--- src/rtl/scheduler_pkg.sv ---
// Shared constants, FSM state type and small helpers for the note scheduler.
package scheduler_pkg;

  localparam logic [2:0] MODE_FREE  = 3'b100;
  localparam logic [2:0] MODE_AUTO  = 3'b010;
  localparam logic [2:0] MODE_LEARN = 3'b001;
  localparam logic [2:0] MODE_NONE  = 3'b000;

  localparam logic [3:0] NOTE_REST   = 4'd0;
  localparam logic [3:0] NOTE_MAX    = 4'd7;
  localparam logic [1:0] OCT_DEFAULT = 2'b01;

  typedef enum logic [1:0] {
    StIdle = 2'd0,
    StMute = 2'd1,
    StPlay = 2'd2
  } sched_state_e;

  // Exactly one of the three player switches set.
  function automatic logic mode_is_legal(input logic [2:0] m);
    return (m == MODE_FREE) || (m == MODE_AUTO) || (m == MODE_LEARN);
  endfunction

  // Codes above the last scale degree play as a rest.
  function automatic logic [3:0] clamp_note(input logic [3:0] n);
    return (n > NOTE_MAX) ? NOTE_REST : n;
  endfunction

endpackage

--- src/rtl/mode_qualifier.sv ---
// Synchronises a raw multi-bit switch bank and accepts a value only after it has
// stayed unchanged for STABLE_CYCLES synchronised samples.
module mode_qualifier #(
  parameter int unsigned WIDTH         = 3,
  parameter int unsigned STABLE_CYCLES = 1_000_000
) (
  input  logic             i_clk,
  input  logic             i_rst_n,
  input  logic [WIDTH-1:0] i_raw,
  output logic [WIDTH-1:0] o_accepted,
  output logic             o_accept_pulse
);

  localparam int unsigned CntW = (STABLE_CYCLES > 1) ? $clog2(STABLE_CYCLES) : 1;
  localparam logic [CntW-1:0] CntLast = CntW'(STABLE_CYCLES - 1);

  logic [WIDTH-1:0] r_sync1;
  logic [WIDTH-1:0] r_sync2;
  logic [WIDTH-1:0] r_prev;
  logic [CntW-1:0]  r_cnt;
  logic [WIDTH-1:0] r_accepted;
  logic             r_pulse;

  logic             w_chg;
  logic [CntW-1:0]  w_cnt_d;
  logic             w_hit;

  // Stability counter next state; saturates at CntLast, hit fires once per stable run.
  always_comb begin
    w_chg = (r_sync2 != r_prev);
    if (w_chg) begin
      w_cnt_d = '0;
    end else if (r_cnt == CntLast) begin
      w_cnt_d = r_cnt;
    end else begin
      w_cnt_d = r_cnt + 1'b1;
    end
    w_hit = (w_cnt_d == CntLast) && (w_chg || (r_cnt != CntLast));
  end

  // Two-flop synchroniser, change detector, counter and accepted-value register.
  always_ff @(posedge i_clk or negedge i_rst_n) begin
    if (!i_rst_n) begin
      r_sync1    <= '0;
      r_sync2    <= '0;
      r_prev     <= '0;
      r_cnt      <= '0;
      r_accepted <= '0;
      r_pulse    <= 1'b0;
    end else begin
      r_sync1 <= i_raw;
      r_sync2 <= r_sync1;
      r_prev  <= r_sync2;
      r_cnt   <= w_cnt_d;
      r_pulse <= w_hit;
      if (w_hit) begin
        r_accepted <= r_sync2;
      end
    end
  end

  assign o_accepted     = r_accepted;
  assign o_accept_pulse = r_pulse;

endmodule

--- src/rtl/note_scheduler.sv ---
// Arbitrates the buzzer/LED datapath between the free, auto and learn players,
// inserting a silent gap on every change of grant.
module note_scheduler
  import scheduler_pkg::*;
#(
  parameter int unsigned STABLE_CYCLES = 1_000_000,
  parameter int unsigned GAP_CYCLES    = 2_000_000
) (
  input  logic       i_clk,
  input  logic       i_rst_n,
  input  logic [2:0] i_mode,
  input  logic [3:0] i_free_note,
  input  logic [6:0] i_free_led,
  input  logic [1:0] i_free_octave,
  input  logic [3:0] i_auto_note,
  input  logic [6:0] i_auto_led,
  input  logic [1:0] i_auto_octave,
  input  logic [3:0] i_learn_note,
  input  logic [6:0] i_learn_led,
  input  logic [1:0] i_learn_octave,
  output logic [3:0] o_note,
  output logic [6:0] o_led,
  output logic [1:0] o_octave,
  output logic [2:0] o_active_src,
  output logic       o_switching,
  output logic       o_auto_run,
  output logic       o_learn_run
);

  localparam int unsigned GapW = (GAP_CYCLES > 1) ? $clog2(GAP_CYCLES) : 1;
  localparam logic [GapW-1:0] GapLast = GapW'(GAP_CYCLES - 1);

  logic [2:0]   w_accepted;
  logic         w_accept_pulse;
  logic         w_legal;
  logic [2:0]   w_sel;
  logic [3:0]   w_src_note;
  logic [6:0]   w_src_led;
  logic [1:0]   w_src_oct;

  sched_state_e r_state;
  logic [2:0]   r_target;
  logic [GapW-1:0] r_gap_cnt;
  logic [2:0]   r_active;
  logic [3:0]   r_note;
  logic [6:0]   r_led;
  logic [1:0]   r_octave;
  logic         r_switching;
  logic         r_auto_run;
  logic         r_learn_run;

  mode_qualifier #(
    .WIDTH         (3),
    .STABLE_CYCLES (STABLE_CYCLES)
  ) u_mode_qualifier (
    .i_clk          (i_clk),
    .i_rst_n        (i_rst_n),
    .i_raw          (i_mode),
    .o_accepted     (w_accepted),
    .o_accept_pulse (w_accept_pulse)
  );

  assign w_legal = mode_is_legal(w_accepted);

  // While muted the pending target is what PLAY will load on entry.
  assign w_sel = (r_state == StPlay) ? r_active : r_target;

  // Source mux for the player currently selected.
  always_comb begin
    w_src_note = NOTE_REST;
    w_src_led  = '0;
    w_src_oct  = OCT_DEFAULT;
    unique case (w_sel)
      MODE_FREE: begin
        w_src_note = i_free_note;
        w_src_led  = i_free_led;
        w_src_oct  = i_free_octave;
      end
      MODE_AUTO: begin
        w_src_note = i_auto_note;
        w_src_led  = i_auto_led;
        w_src_oct  = i_auto_octave;
      end
      MODE_LEARN: begin
        w_src_note = i_learn_note;
        w_src_led  = i_learn_led;
        w_src_oct  = i_learn_octave;
      end
      default: begin
      end
    endcase
  end

  // Grant FSM with gap counter and registered outputs. Accepted mode only moves
  // together with the accept pulse, so decisions are taken on the pulse.
  always_ff @(posedge i_clk or negedge i_rst_n) begin
    if (!i_rst_n) begin
      r_state     <= StIdle;
      r_target    <= MODE_NONE;
      r_gap_cnt   <= '0;
      r_active    <= MODE_NONE;
      r_note      <= NOTE_REST;
      r_led       <= '0;
      r_octave    <= OCT_DEFAULT;
      r_switching <= 1'b0;
      r_auto_run  <= 1'b0;
      r_learn_run <= 1'b0;
    end else begin
      unique case (r_state)
        StIdle: begin
          if (w_accept_pulse && w_legal) begin
            r_state     <= StMute;
            r_target    <= w_accepted;
            r_gap_cnt   <= '0;
            r_switching <= 1'b1;
          end
        end
        StMute: begin
          if (w_accept_pulse && !w_legal) begin
            r_state     <= StIdle;
            r_target    <= MODE_NONE;
            r_gap_cnt   <= '0;
            r_switching <= 1'b0;
          end else if (w_accept_pulse && (w_accepted != r_target)) begin
            r_target  <= w_accepted;
            r_gap_cnt <= '0;
          end else if (r_gap_cnt == GapLast) begin
            r_state     <= StPlay;
            r_active    <= r_target;
            r_target    <= MODE_NONE;
            r_gap_cnt   <= '0;
            r_switching <= 1'b0;
            r_note      <= clamp_note(w_src_note);
            r_led       <= w_src_led;
            r_octave    <= w_src_oct;
            r_auto_run  <= (r_target == MODE_AUTO);
            r_learn_run <= (r_target == MODE_LEARN);
          end else begin
            r_gap_cnt <= r_gap_cnt + 1'b1;
          end
        end
        StPlay: begin
          if (w_accept_pulse && !w_legal) begin
            r_state     <= StIdle;
            r_active    <= MODE_NONE;
            r_note      <= NOTE_REST;
            r_led       <= '0;
            r_auto_run  <= 1'b0;
            r_learn_run <= 1'b0;
          end else if (w_accept_pulse && (w_accepted != r_active)) begin
            r_state     <= StMute;
            r_target    <= w_accepted;
            r_gap_cnt   <= '0;
            r_active    <= MODE_NONE;
            r_switching <= 1'b1;
            r_note      <= NOTE_REST;
            r_led       <= '0;
            r_auto_run  <= 1'b0;
            r_learn_run <= 1'b0;
          end else begin
            r_note   <= clamp_note(w_src_note);
            r_led    <= w_src_led;
            r_octave <= w_src_oct;
          end
        end
        default: begin
          r_state <= StIdle;
        end
      endcase
    end
  end

  assign o_note       = r_note;
  assign o_led        = r_led;
  assign o_octave     = r_octave;
  assign o_active_src = r_active;
  assign o_switching  = r_switching;
  assign o_auto_run   = r_auto_run;
  assign o_learn_run  = r_learn_run;

endmodule
--- config.mk ---
export PLATFORM = sky130hd
export DESIGN_NAME = note_scheduler
export DESIGN_NICKNAME = d
export VERILOG_FILES = /design/src/rtl/scheduler_pkg.sv /design/src/rtl/mode_qualifier.sv /design/src/rtl/note_scheduler.sv
export SDC_FILE = /design/constraint.sdc
export NUM_CORES = 1
export LEC_CHECK = 0
export ABC_AREA = 0
export BUFFER_PORTS_ARGS = -buffer_cell sky130_fd_sc_hd__buf_4
export CAP_MARGIN = 20
export CORE_MARGIN = 2
export CORE_UTILIZATION = 64
export CTS_BUF_LIST = sky130_fd_sc_hd__clkbuf_8
export CTS_CLUSTER_SIZE = 12
export DETAILED_ROUTE_END_ITERATION = 8
export GPL_ROUTABILITY_DRIVEN = 0
export PLACE_DENSITY_LB_ADDON = 0.1
export SLEW_MARGIN = 20
export SYNTH_ARGS = -nofsm -noshare
export SYNTH_HDL_FRONTEND = slang
export SYNTH_SLANG_ARGS = --single-unit
--- constraint.sdc ---
create_clock -name i_clk -period 6.85 [get_ports i_clk]
set_input_delay 0 -clock i_clk [delete_from_list [all_inputs] [get_ports i_clk]]
set_output_delay 0 -clock i_clk [all_outputs]
set_load 0.02 [all_outputs]
==> metrics.log <==
[metrics] filler cell count in the final layout: 416
[metrics] ant diodes: 0
[metrics] final cycle utilization of the critical path: 0.395
[metrics] Post-CTS Repair Setup Buffers: 0
[metrics] Synth Cell Area: 0.00432 mm2
[metrics] maximum operating frequency: 370 MHz
[metrics] GRT Resource Usage Total: 0.282
[metrics] most common cell after layout, fill and taps aside: dfrtp_1
[metrics] Critical Path AT: 3.00 ns
[metrics] total buffers and inverters traversed by the critical path: 0
[metrics] top library cells by usage in the layout, fill and taps aside: 77 x dfrtp_1, 63 x buf_4, 44 x nor2_1, 44 x nand2_1, 41 x o21ai_0
[metrics] pins over their slew limit: 0
[metrics] drc violations: 0
[metrics] total vias in the final route: 3637
[metrics] Worst path depth: 7
[metrics] capturing element type of the critical path: register
[metrics] count of port buffers added during placement: 62
[metrics] iteration-0 DRC count of the detailed router: 248
[metrics] I/O Pins: 63
[metrics] areal power density over the cells: 162 mW/mm2
[metrics] share of final-layout standard cells stronger than drive strength 1: 0.201
[metrics] endpoints failing hold: 0
[metrics] number of sinks on the clock net: 78
[metrics] critical-path maximum fanout: 15
[metrics] H-tree levels: 3
[metrics] minimum hold slack: 0.0182 ns
[metrics] number of cells in the finished layout apart from fillers: 589
[metrics] standard-cell row count: 29
[metrics] most used flip-flop cell after synthesis: dfrtp_1
[metrics] Critical R2R Launch: r_state[1]
[metrics] Layout Area Growth over Synthesis: 16.6%
[metrics] worst IR drop on VDD: 0.127 mV
[metrics] Detail Route Antenna Nets: 0
[metrics] clock latency on the worst-skew pair: 0.37 ns
[metrics] global-route wire length before repair: 16500 um
[metrics] max_cap viols: 0
[metrics] cts hold-fix bufs: 14
[metrics] Min-Delay Path Depth: 4
[metrics] post-CTS clock slew at the launch and capture registers of the worst setup and hold paths: 0.08 ns
[metrics] antenna violations before repair: 0
[metrics] skew final: 0.0138 ns
[metrics] path category of the worst min-delay check: input pin to register
[metrics] Worst EP required: 7.15 ns
[metrics] net count reported at finish: 553
[metrics] Max stage delay on crit path: 0.53 ns
[metrics] Resized cells post-CTS: 0
[metrics] CTS tree: built
[metrics] count of different cell masters after synthesis: 63
[metrics] TritonCTS buffer count: 9
[metrics] Worst Setup Path Type: register to register
[metrics] Die Wd: 86.2 um
[metrics] RSZ-0062 raised after global routing: no
[metrics] Overflow after GRT: 0
[metrics] launching element type of the critical path: register
[metrics] placeable core region: 0.00642 mm2
[metrics] Post-Syn Nets: 491
[metrics] Setup Total Neg Slack: 0 ns
[metrics] number of flops mapped to enable cells by yosys: 0
[metrics] P_leak: 2.27 nW
[metrics] Mapped Avg Cell Area: 9.71 um2
[metrics] sum of routed wire length over all layers: 9950 um
[metrics] Finish-stage setup viols: 0
[metrics] CP cell instances: nor2b_1 -> mux2_2 -> xnor2_1 -> o221a_2 -> nor3_4 -> o211a_1 -> a22o_1
[metrics] number of cells on the worst reg-to-reg path: 7
[metrics] largest net degree at the start of global routing: 79
[metrics] maximum buffer depth of the clock tree: 2
[metrics] synthesized netlist cell count: 445
[metrics] starting density of the core: 0.673
[metrics] relative slew slack: 0.341
[metrics] minimum clock period after layout: 2.70 ns
[metrics] post-detailed-route wirelength per cell: 16.9 um
[metrics] share of the yosys chip area belonging to registers: 0.452
[metrics] Pre-antenna DRT Iters: 5
[metrics] cell with the biggest individual delay on the critical path: mux2_2
[metrics] startpoint of the tightest hold check path: i_learn_led[2]
[metrics] share of flip-flops with an asynchronous set or reset after synthesis: 1.00
[metrics] via count of the first global-routing pass: 3502
[metrics] start point of the critical path: r_state[1]
[metrics] floorplan die area: 0.00742 mm2
[metrics] setup slack of the critical path after layout: 4.15 ns
[metrics] via density per instance: 6.17
[metrics] worst slack after detailed placement: 4.16 ns
[metrics] clock tree root buffer cell: clkbuf_8
[metrics] die extent in y: 86.2 um
[metrics] total half-perimeter wirelength after legalization and detailed placement: 6490 um
[metrics] warnings from Yosys: 0
[metrics] synthesized flop and latch total: 78
[metrics] result of the run: finished clean
[metrics] dominant delay contributor by cell family on the critical path: simple AND/OR/NAND/NOR gates
[metrics] DP Cell Count: 559
[metrics] transition at the pin with the smallest max-transition slack: 0.985 ns
[worst reg2reg max path, stage by stage (launching register included)]
cell     delay, ns
dfrtp_1       0.39
nor2b_1       0.46
mux2_2        0.53
xnor2_1       0.18
o221a_2       0.30
nor3_4        0.36
o211a_1       0.28
a22o_1        0.14
[layout make-up]
class,count,area [um2],share of cell area
Clock buffer,9,124,0.0246
Clock inverter,7,42.5,0.00845
Inverter,6,22.5,0.00447
Multi-Input combinational cell,335,2180,0.434
Sequential cell,78,1950,0.388
Tap cell,77,96.3,0.0191
Timing Repair Buffer,77,613,0.122
[flip-flops by register name (all words and copies together), names as in the netlist]
signal,flops
u_mode_qualifier.r_sync1,3
o_octave,2
u_mode_qualifier.r_cnt,20
u_mode_qualifier.r_sync2,3
o_learn_run,1
o_switching,1
u_mode_qualifier.o_accept_pulse,1
o_active_src,3
r_state,2
o_led,7
o_auto_run,1
o_note,4
u_mode_qualifier.o_accepted,3
u_mode_qualifier.r_prev,3
r_gap_cnt,21
r_target,3
[worst paths after layout]
check | endpoint | slack, ns
min in group asynchronous | r_gap_cnt[10] | 0.32
max reg2reg | o_note[2] | 4.15
max | o_note[2] | 4.15
max in group asynchronous | o_led[3] | 5.91
min | o_led[2] | 0.02
min reg2reg | u_mode_qualifier.r_sync2[1] | 0.38
[logic make-up after synthesis]
logic type      count (synthesis)  share of synthesized area
flops                          78                      0.452
simple gates                  181                      0.234
compound gates                109                      0.172
buf+inv                        32                     0.0423
xor+xnor                       31                     0.0628
fa+ha+maj                       2                    0.00579
mux                            12                     0.0316
[metal layers]
metal | GRT usage | up-vias | part of all wire
met4 | 0.123 | 0 | 0.022
met1 | 0.373 | 1759 | 0.42
met5 | 0 | - | 0
met2 | 0.462 | 128 | 0.51
li1 | - | 1731 | -
met3 | 0.0423 | 19 | 0.047
[power breakdown]
group          switching [mW]  internal, mW  total [mW]
clock                   0.176         0.129       0.305
combinational          0.0192        0.0242      0.0433
sequential            0.00262         0.463       0.466
[Yosys cell counts, types with 2 or more instances]
| cell type | n | share of area |
|---|---|---|
| xnor2_1 | 16 | 0.032 |
| a31oi_1 | 3 | 0.0043 |
| o21ai_0 | 41 | 0.047 |
| a21o_1 | 2 | 0.0035 |
| buf_6 | 5 | 0.013 |
| o31ai_1 | 8 | 0.014 |
| mux2_1 | 3 | 0.0078 |
| and2_1 | 7 | 0.010 |
| o211a_1 | 2 | 0.0046 |
| and4_1 | 3 | 0.0061 |
| nand2_1 | 44 | 0.038 |
| nor3b_1 | 4 | 0.0070 |
| nor4_4 | 2 | 0.0098 |
| nor3_1 | 6 | 0.0070 |
| a22o_1 | 12 | 0.024 |
| nor4_1 | 3 | 0.0043 |
| mux2_2 | 6 | 0.016 |
| nand4_1 | 14 | 0.020 |
| xor2_1 | 15 | 0.030 |
| o41ai_1 | 2 | 0.0041 |
| nor2_1 | 44 | 0.038 |
| ha_1 | 2 | 0.0058 |
| and3_1 | 6 | 0.0087 |
| nand3b_1 | 2 | 0.0035 |
| mux2i_1 | 2 | 0.0046 |
| nor4b_1 | 4 | 0.0081 |
| dfrtp_1 | 77 | 0.45 |
| nand2b_1 | 8 | 0.012 |
| buf_4 | 5 | 0.0087 |
| buf_2 | 4 | 0.0046 |
| inv_1 | 6 | 0.0052 |
| nor2b_1 | 3 | 0.0043 |
| nor3_4 | 2 | 0.0075 |
| nand4_2 | 2 | 0.0058 |
| a21oi_1 | 9 | 0.010 |
| nand3_1 | 17 | 0.020 |
| o21ai_1 | 5 | 0.0058 |
| a22oi_1 | 13 | 0.023 |
| and4bb_1 | 2 | 0.0058 |
| clkbuf_1 | 11 | 0.0096 |
[stage by stage]
| step | instance area, um2 | power, mW | util |
|---|---|---|---|
| finish | 5040 | 0.814 | 0.784 |
| global route | 5040 | 0.841 | 0.784 |
| CTS | 5040 | 0.816 | 0.784 |
| detailed placement | 4730 | 0.512 | 0.736 |
| global placement | 4730 | 0.510 | 0.736 |
| floorplan | 4320 | 0.483 | - |
Power figures use the tool's default switching activity.
